$ cat config.mk
export PLATFORM = sky130hd
export DESIGN_NAME = fpu_div16
export DESIGN_NICKNAME = d
export VERILOG_FILES = /design/src/rtl/fpu_div16.sv
export SDC_FILE = /design/constraint.sdc
export NUM_CORES = 1
export LEC_CHECK = 0
export ABC_AREA = 1
export BUFFER_PORTS_ARGS = -buffer_cell sky130_fd_sc_hd__buf_2
export CAP_MARGIN = 20
export CORE_MARGIN = 8
export CORE_UTILIZATION = 54
export DETAILED_ROUTE_END_ITERATION = 12
export GPL_TIMING_DRIVEN = 0
export PLACE_DENSITY = 0.86
export SLEW_MARGIN = 25
export SYNTH_ARGS = -nofsm -noshare
export SYNTH_HDL_FRONTEND = slang
export SYNTH_SLANG_ARGS = --single-unit
$ cat constraint.sdc
create_clock -name clock -period 2.05 [get_ports clock]
set_input_delay 0.1025 -clock clock [delete_from_list [all_inputs] [get_ports clock]]
set_output_delay 0.1025 -clock clock [all_outputs]
set_load 0.05 [all_outputs]
$ cat src/rtl/fpu_div16.sv
// Sequential FP16 divider: restoring significand division, one quotient bit per clock.
// Define FPU_DIV_RNE_EN for round-to-nearest-even; the default build truncates.
module fpu_div16 #(
  parameter int QBITS = 14
) (
  input  logic        clock,
  input  logic        reset,
  input  logic        start,
  input  logic [15:0] fpuIn1,
  input  logic [15:0] fpuIn2,
  output logic [15:0] fpuOut,
  output logic        done,
  output logic [3:0]  condCodes
);

  localparam logic [2:0] IDLE     = 3'd0;
  localparam logic [2:0] CLASSIFY = 3'd1;
  localparam logic [2:0] DIV      = 3'd2;
  localparam logic [2:0] NORM     = 3'd3;
  localparam logic [2:0] DONE     = 3'd4;

  logic [2:0]        state;
  logic [15:0]       op1, op2;
  logic [11:0]       rem;
  logic [QBITS-1:0]  quo;
  logic [3:0]        cnt;
  logic signed [6:0] expReg;
  logic              signReg;
  logic              specialReg;
  logic [15:0]       specialOut;
  logic [3:0]        specialCc;

  logic [4:0]  e1, e2;
  logic [9:0]  f1, f2;
  logic        zero1, zero2, inf1, inf2, nan1, nan2, sign;
  logic        isSpecial;
  logic [15:0] spOut;
  logic [3:0]  spCc;

  assign e1 = op1[14:10];
  assign e2 = op2[14:10];
  assign f1 = op1[9:0];
  assign f2 = op2[9:0];
  assign zero1 = (e1 == 5'd0);
  assign zero2 = (e2 == 5'd0);
  assign inf1  = (e1 == 5'd31) && (f1 == 10'd0);
  assign inf2  = (e2 == 5'd31) && (f2 == 10'd0);
  assign nan1  = (e1 == 5'd31) && (f1 != 10'd0);
  assign nan2  = (e2 == 5'd31) && (f2 != 10'd0);
  assign sign  = op1[15] ^ op2[15];

  // Special operand classes; subnormals count as zero. Dividing infinity by zero
  // is not a divide-by-zero event, so it yields infinity without C.
  always_comb begin
    isSpecial = 1'b1;
    spOut     = 16'h0000;
    spCc      = 4'b0000;
    if (nan1 || nan2 || (zero1 && zero2) || (inf1 && inf2)) begin
      spOut = 16'h7E00;
      spCc  = 4'b0001;
    end else if (zero2) begin
      spOut = {sign, 5'h1F, 10'h000};
      spCc  = {1'b0, ~inf1, sign, 1'b0};
    end else if (inf1) begin
      spOut = {sign, 5'h1F, 10'h000};
      spCc  = {2'b00, sign, 1'b0};
    end else if (inf2 || zero1) begin
      spOut = {sign, 15'h0000};
      spCc  = {1'b1, 1'b0, sign, 1'b0};
    end else begin
      isSpecial = 1'b0;
    end
  end

  logic [11:0] diff;
  logic        fits;

  assign fits = (rem >= {2'b01, f2});
  assign diff = rem - {2'b01, f2};

  logic              sticky, guard, rest, roundUp;
  logic [9:0]        mant;
  logic [10:0]       mantR;
  logic signed [6:0] eN, eF;
  logic [15:0]       normOut;
  logic [3:0]        normCc;

  always_comb begin
    sticky = (rem != 12'd0);
    if (quo[QBITS-1]) begin
      mant  = quo[QBITS-2 -: 10];
      guard = quo[QBITS-12];
      rest  = (|quo[QBITS-13:0]) | sticky;
      eN    = expReg;
    end else begin
      mant  = quo[QBITS-3 -: 10];
      guard = quo[QBITS-13];
      rest  = (|quo[QBITS-14:0]) | sticky;
      eN    = expReg - 7'sd1;
    end
`ifdef FPU_DIV_RNE_EN
    roundUp = guard && (rest || mant[0]);
`else
    roundUp = guard & rest & 1'b0;
`endif
    mantR = {1'b0, mant} + {10'd0, roundUp};
    eF    = mantR[10] ? (eN + 7'sd1) : eN;
    if (eF >= 7'sd31) begin
      normOut = {signReg, 5'h1F, 10'h000};
      normCc  = {2'b00, signReg, 1'b1};
    end else if (eF <= 7'sd0) begin
      normOut = {signReg, 15'h0000};
      normCc  = {1'b1, 1'b0, signReg, 1'b0};
    end else begin
      normOut = {signReg, eF[4:0], mantR[9:0]};
      normCc  = {2'b00, signReg, 1'b0};
    end
  end

  // Special results travel through NORM as well, so writeback happens in one place.
  always_ff @(posedge clock or negedge reset) begin
    if (!reset) begin
      state      <= IDLE;
      op1        <= 16'h0000;
      op2        <= 16'h0000;
      rem        <= 12'd0;
      quo        <= '0;
      cnt        <= 4'd0;
      expReg     <= 7'sd0;
      signReg    <= 1'b0;
      specialReg <= 1'b0;
      specialOut <= 16'h0000;
      specialCc  <= 4'b0000;
      fpuOut     <= 16'h0000;
      condCodes  <= 4'b0000;
    end else begin
      case (state)
        IDLE, DONE: begin
          if (start) begin
            op1   <= fpuIn1;
            op2   <= fpuIn2;
            state <= CLASSIFY;
          end
        end
        CLASSIFY: begin
          specialReg <= isSpecial;
          specialOut <= spOut;
          specialCc  <= spCc;
          signReg    <= sign;
          rem        <= {2'b01, f1};
          quo        <= '0;
          cnt        <= 4'd0;
          expReg     <= $signed({2'b00, e1}) - $signed({2'b00, e2}) + 7'sd15;
          state      <= isSpecial ? NORM : DIV;
        end
        DIV: begin
          if (fits) begin
            rem <= {diff[10:0], 1'b0};
            quo <= {quo[QBITS-2:0], 1'b1};
          end else begin
            rem <= {rem[10:0], 1'b0};
            quo <= {quo[QBITS-2:0], 1'b0};
          end
          cnt <= cnt + 4'd1;
          if (cnt == 4'(QBITS - 1)) state <= NORM;
        end
        NORM: begin
          fpuOut    <= specialReg ? specialOut : normOut;
          condCodes <= specialReg ? specialCc : normCc;
          state     <= DONE;
        end
        default: state <= IDLE;
      endcase
    end
  end

  assign done = (state == DONE);

endmodule

==> impl_results.md <==
- CTS tree: yes
- CP required: 2.36 ns
- Data arrival time at the worst-slack endpoint: 2.35 ns
- Yosys warnings: 0
- Horizontal die dimension: 116 um
- CTS sink cnt: 98
- Net count reported at finish: 823
- Total power: 11500 uW
- Biggest area contributors in the synthesized netlist: dfrtp_1 (45%), nand2_1 (9.8%), nor2_1 (5.9%), inv_1 (5.8%), ha_1 (4.4%)
- Overall die area: 0.0135 mm2
- Clock Tree Buf Depth: 2
- Power per Cell Area: 1760 mW/mm2
- Worst rel slew slack: 63.1%
- Std-Cell Rows: 36
- Count of input and output buffers: 55
- Period Utilization, post-route: 99.2%
- Half-perimeter wire length of the detailed placement result: 9290 um
- Pin count of the biggest net entering global routing: 82
- Starting density of the core: 55.4%
- Average routed wire per standard cell: 14.5 um
- Synthesized flop and latch total: 98
- Worst slack at placement: -0.179 ns
- Post-synthesis cell type with the largest combined area: dfrtp_1
- Number of H-tree levels: 3
- Hold violation count in the final report: 0
- Residual antenna-violating net count after detailed routing: 0
- Peak fanout along the critical path: 3
- Residual overflow from global routing: 0
- Static leakage: 0.00326 uW
- Share of post-route cells with drive strength above 1: 19.6%
- Total number of vias: 4877
- Iteration count of the initial detailed-routing pass: 5
- Overall fraction of global-route tracks in use: 20.2%
- Maximum capacitance violations: 0
- Clock transition time at the flip-flop clock pins of the worst setup and hold paths: 0.09 ns
- Clock latency reported for the late side of the worst-skew pair: 0.37 ns
- Worst Slack Setup Final: 0.0160 ns
- Routed vias/inst: 5.40
- Setup repair after global routing missed its margin: true
- Number of antenna violations at the first check in global routing: 0
- I/O Pins: 56
- Critical path capture point type: flip-flop
- Number of cells produced by synthesis: 668
- Time the worst path needs with I/O delays and setup: 2.03 ns
- Count of cell types in the netlist: 39
- Synth top area share: 45.3%
- Result of the run: complete, no violations
- Worst setup path class: flip-flop to flip-flop
- Peak supply drop: 1100 uV
- Transition at the pin with the smallest max-transition slack: 0.551 ns
- Type of element launching the critical path: flip-flop
- Root Buffer: clkbuf_8
- Synthesized cell area: 0.00542 mm2
- DRC errors left: 0
- Final worst clock skew: 0.0105 ns
- Global-route wire length before repair: 22000 um
- Final Wtd Congestion: 0.898
- Antenna diode instance count: 0
- Net count after synthesis: 724
- Final setup fails: 0
- Initial detailed-routing violation count: 374
- Die height: 116 um
- Worst hold-check path type: primary input to flip-flop
- Total count of max-transition violations in the final report: 0
- Sequential cell area fraction in the yosys report: 45.3%
- Fmax: 492 MHz
- Number of buffers created by CTS: 9
- Area of the core: 0.00977 mm2
- Via count of the first global-routing pass: 4845
- Area added between synthesis and finish: 20.6%
- Synthesized area per cell: 8.11 um2
- Sum of routed wire length over all layers: 13100 um
[power by group]
part	internal, uW	leakage (uW)	switching (uW)
registers	2670	0.00121	569
logic	2680	0.00196	4360
clock network	552	0.0000913	675
total	5910	0.00326	5610
[sequential cells by signal (all words and copies together), names as in the netlist, 3 cells and up]
register	cells
rem	12
specialCc	3
fpuOut	15
condCodes	4
state	3
op2	16
quo	14
expReg	7
op1	16
cnt	4
[cells in the final DEF (no fill, tap or decap), types with 4 or more instances in the layout]
cell,instances
ha_1,11
o21ai_2,11
buf_4,8
dfrtp_1,97
nand3_2,4
inv_1,78
nand2_1,139
buf_2,59
xor2_1,5
nand2_2,4
ha_4,6
nor3_1,4
mux2_2,14
o22ai_1,22
inv_2,7
nor2_1,83
nand3_1,38
clkbuf_8,9
o21ai_0,22
o211ai_1,9
nand4_1,16
a21oi_1,38
clkbuf_1,12
xnor2_1,5
dlygate4sd3_1,26
[cell families after synthesis]
group / count (synthesis) / share of synthesized area (%)
AO/OA/AOI/OAI: 113 / 12.3
XOR/XNOR: 12 / 1.94
adder cells (fa/ha/maj): 21 / 5.13
buffers and inverters: 109 / 8.16
flip-flops: 98 / 45.3
multiplexers: 14 / 2.91
AND/OR/NAND/NOR: 301 / 24.3
[final timing paths]
| path | start | endpoint | slack [ns] | cells past startpoint |
|---|---|---|---|---|
| worst max-delay path | op2[0] | rem[9] | 0.02 | 11 |
| worst min-delay path | fpuIn1[3] | op1[3] | 0.02 | 3 |
| worst max register to register | op2[0] | rem[9] | 0.02 | 11 |
| worst min register to register | fpuOut[5] | fpuOut[5] | 0.49 | 2 |
| max in group asynchronous | reset | op1[12] | 1.29 | 3 |
| min in group asynchronous | reset | fpuOut[13] | 0.13 | 2 |
[cells in the mapped netlist (all sizes together)]
| library cell | n |
|---|---|
| nand4 | 16 |
| inv | 85 |
| nor3b | 1 |
| nand3 | 45 |
| and2 | 2 |
| a21boi | 1 |
| nor2 | 85 |
| o22ai | 22 |
| mux2 | 14 |
| fa | 2 |
| a21o | 1 |
| a21oi | 40 |
| a211oi | 1 |
| o21ai | 36 |
| o31ai | 1 |
| nand3b | 3 |
| nand2 | 144 |
| clkbuf | 12 |
| xnor2 | 6 |
| o211ai | 9 |
| ha | 19 |
| nor3 | 5 |
| xor2 | 6 |
| buf | 11 |
| o21a | 1 |
| clkinv | 1 |
| dfrtp | 98 |
| a31oi | 1 |
[critical path, cell delays in order, from the launching register on]
cell	delay (ns)
dfrtp_1	0.42
ha_2	0.22
fa_2	0.38
o21ai_4	0.17
buf_4	0.15
nand2_1	0.05
nand2_1	0.10
xor2_1	0.19
nand2_1	0.10
nand3_1	0.10
nand2_1	0.07
inv_1	0.05
[per-stage QoR]
step	cells	util [%]	hold WS (ns)	setup TNS, ns	instance area (um2)
3_3_place_gp	856	59.9	0.336	-1.14	5860
2_1_floorplan	668	-	-0.193	0	5420
6_report	903	66.8	0.0162	0	6530
3_5_place_dp	857	60.3	-0.0569	-1.34	5890
4_1_cts	898	65.3	0.00293	0	6380
5_1_grt	903	66.8	0.0240	-0.137	6530
[routing by layer]
metal	global-route usage (%)	wire length (um)	up-vias	share of wire, %
li1	-	-	2383	-
met1	25.0	5770	2317	44
met2	35.0	6370	158	49
met3	3.83	761	19	5.8
met4	6.05	206	0	1.6
met5	0	0	-	0
[cell type report]
| class | count | area [um2] |
|---|---|---|
| plain buffers | 22 | 109 |
| clock buffers | 9 | 124 |
| clock inverters | 5 | 56.3 |
| fillers | 749 | 3240 |
| inverters | 86 | 323 |
| multi-input cells | 461 | 2680 |
| flip-flops and latches | 98 | 2450 |
| well taps | 133 | 166 |
| repair buffers | 89 | 622 |
[repair_timing]
action / 4_1_cts / 5_1_grt
hold buffers: 26 / 0
endpoints found under the hold margin: 123 / 0
resized for setup: 6 / 32
setup buffers: 1 / 5
pin swaps: 2 / 12
gates cloned: 0 / 1
setup endpoints to repair: 12 / 25
No activity file was read; power rests on OpenSTA's default activity.
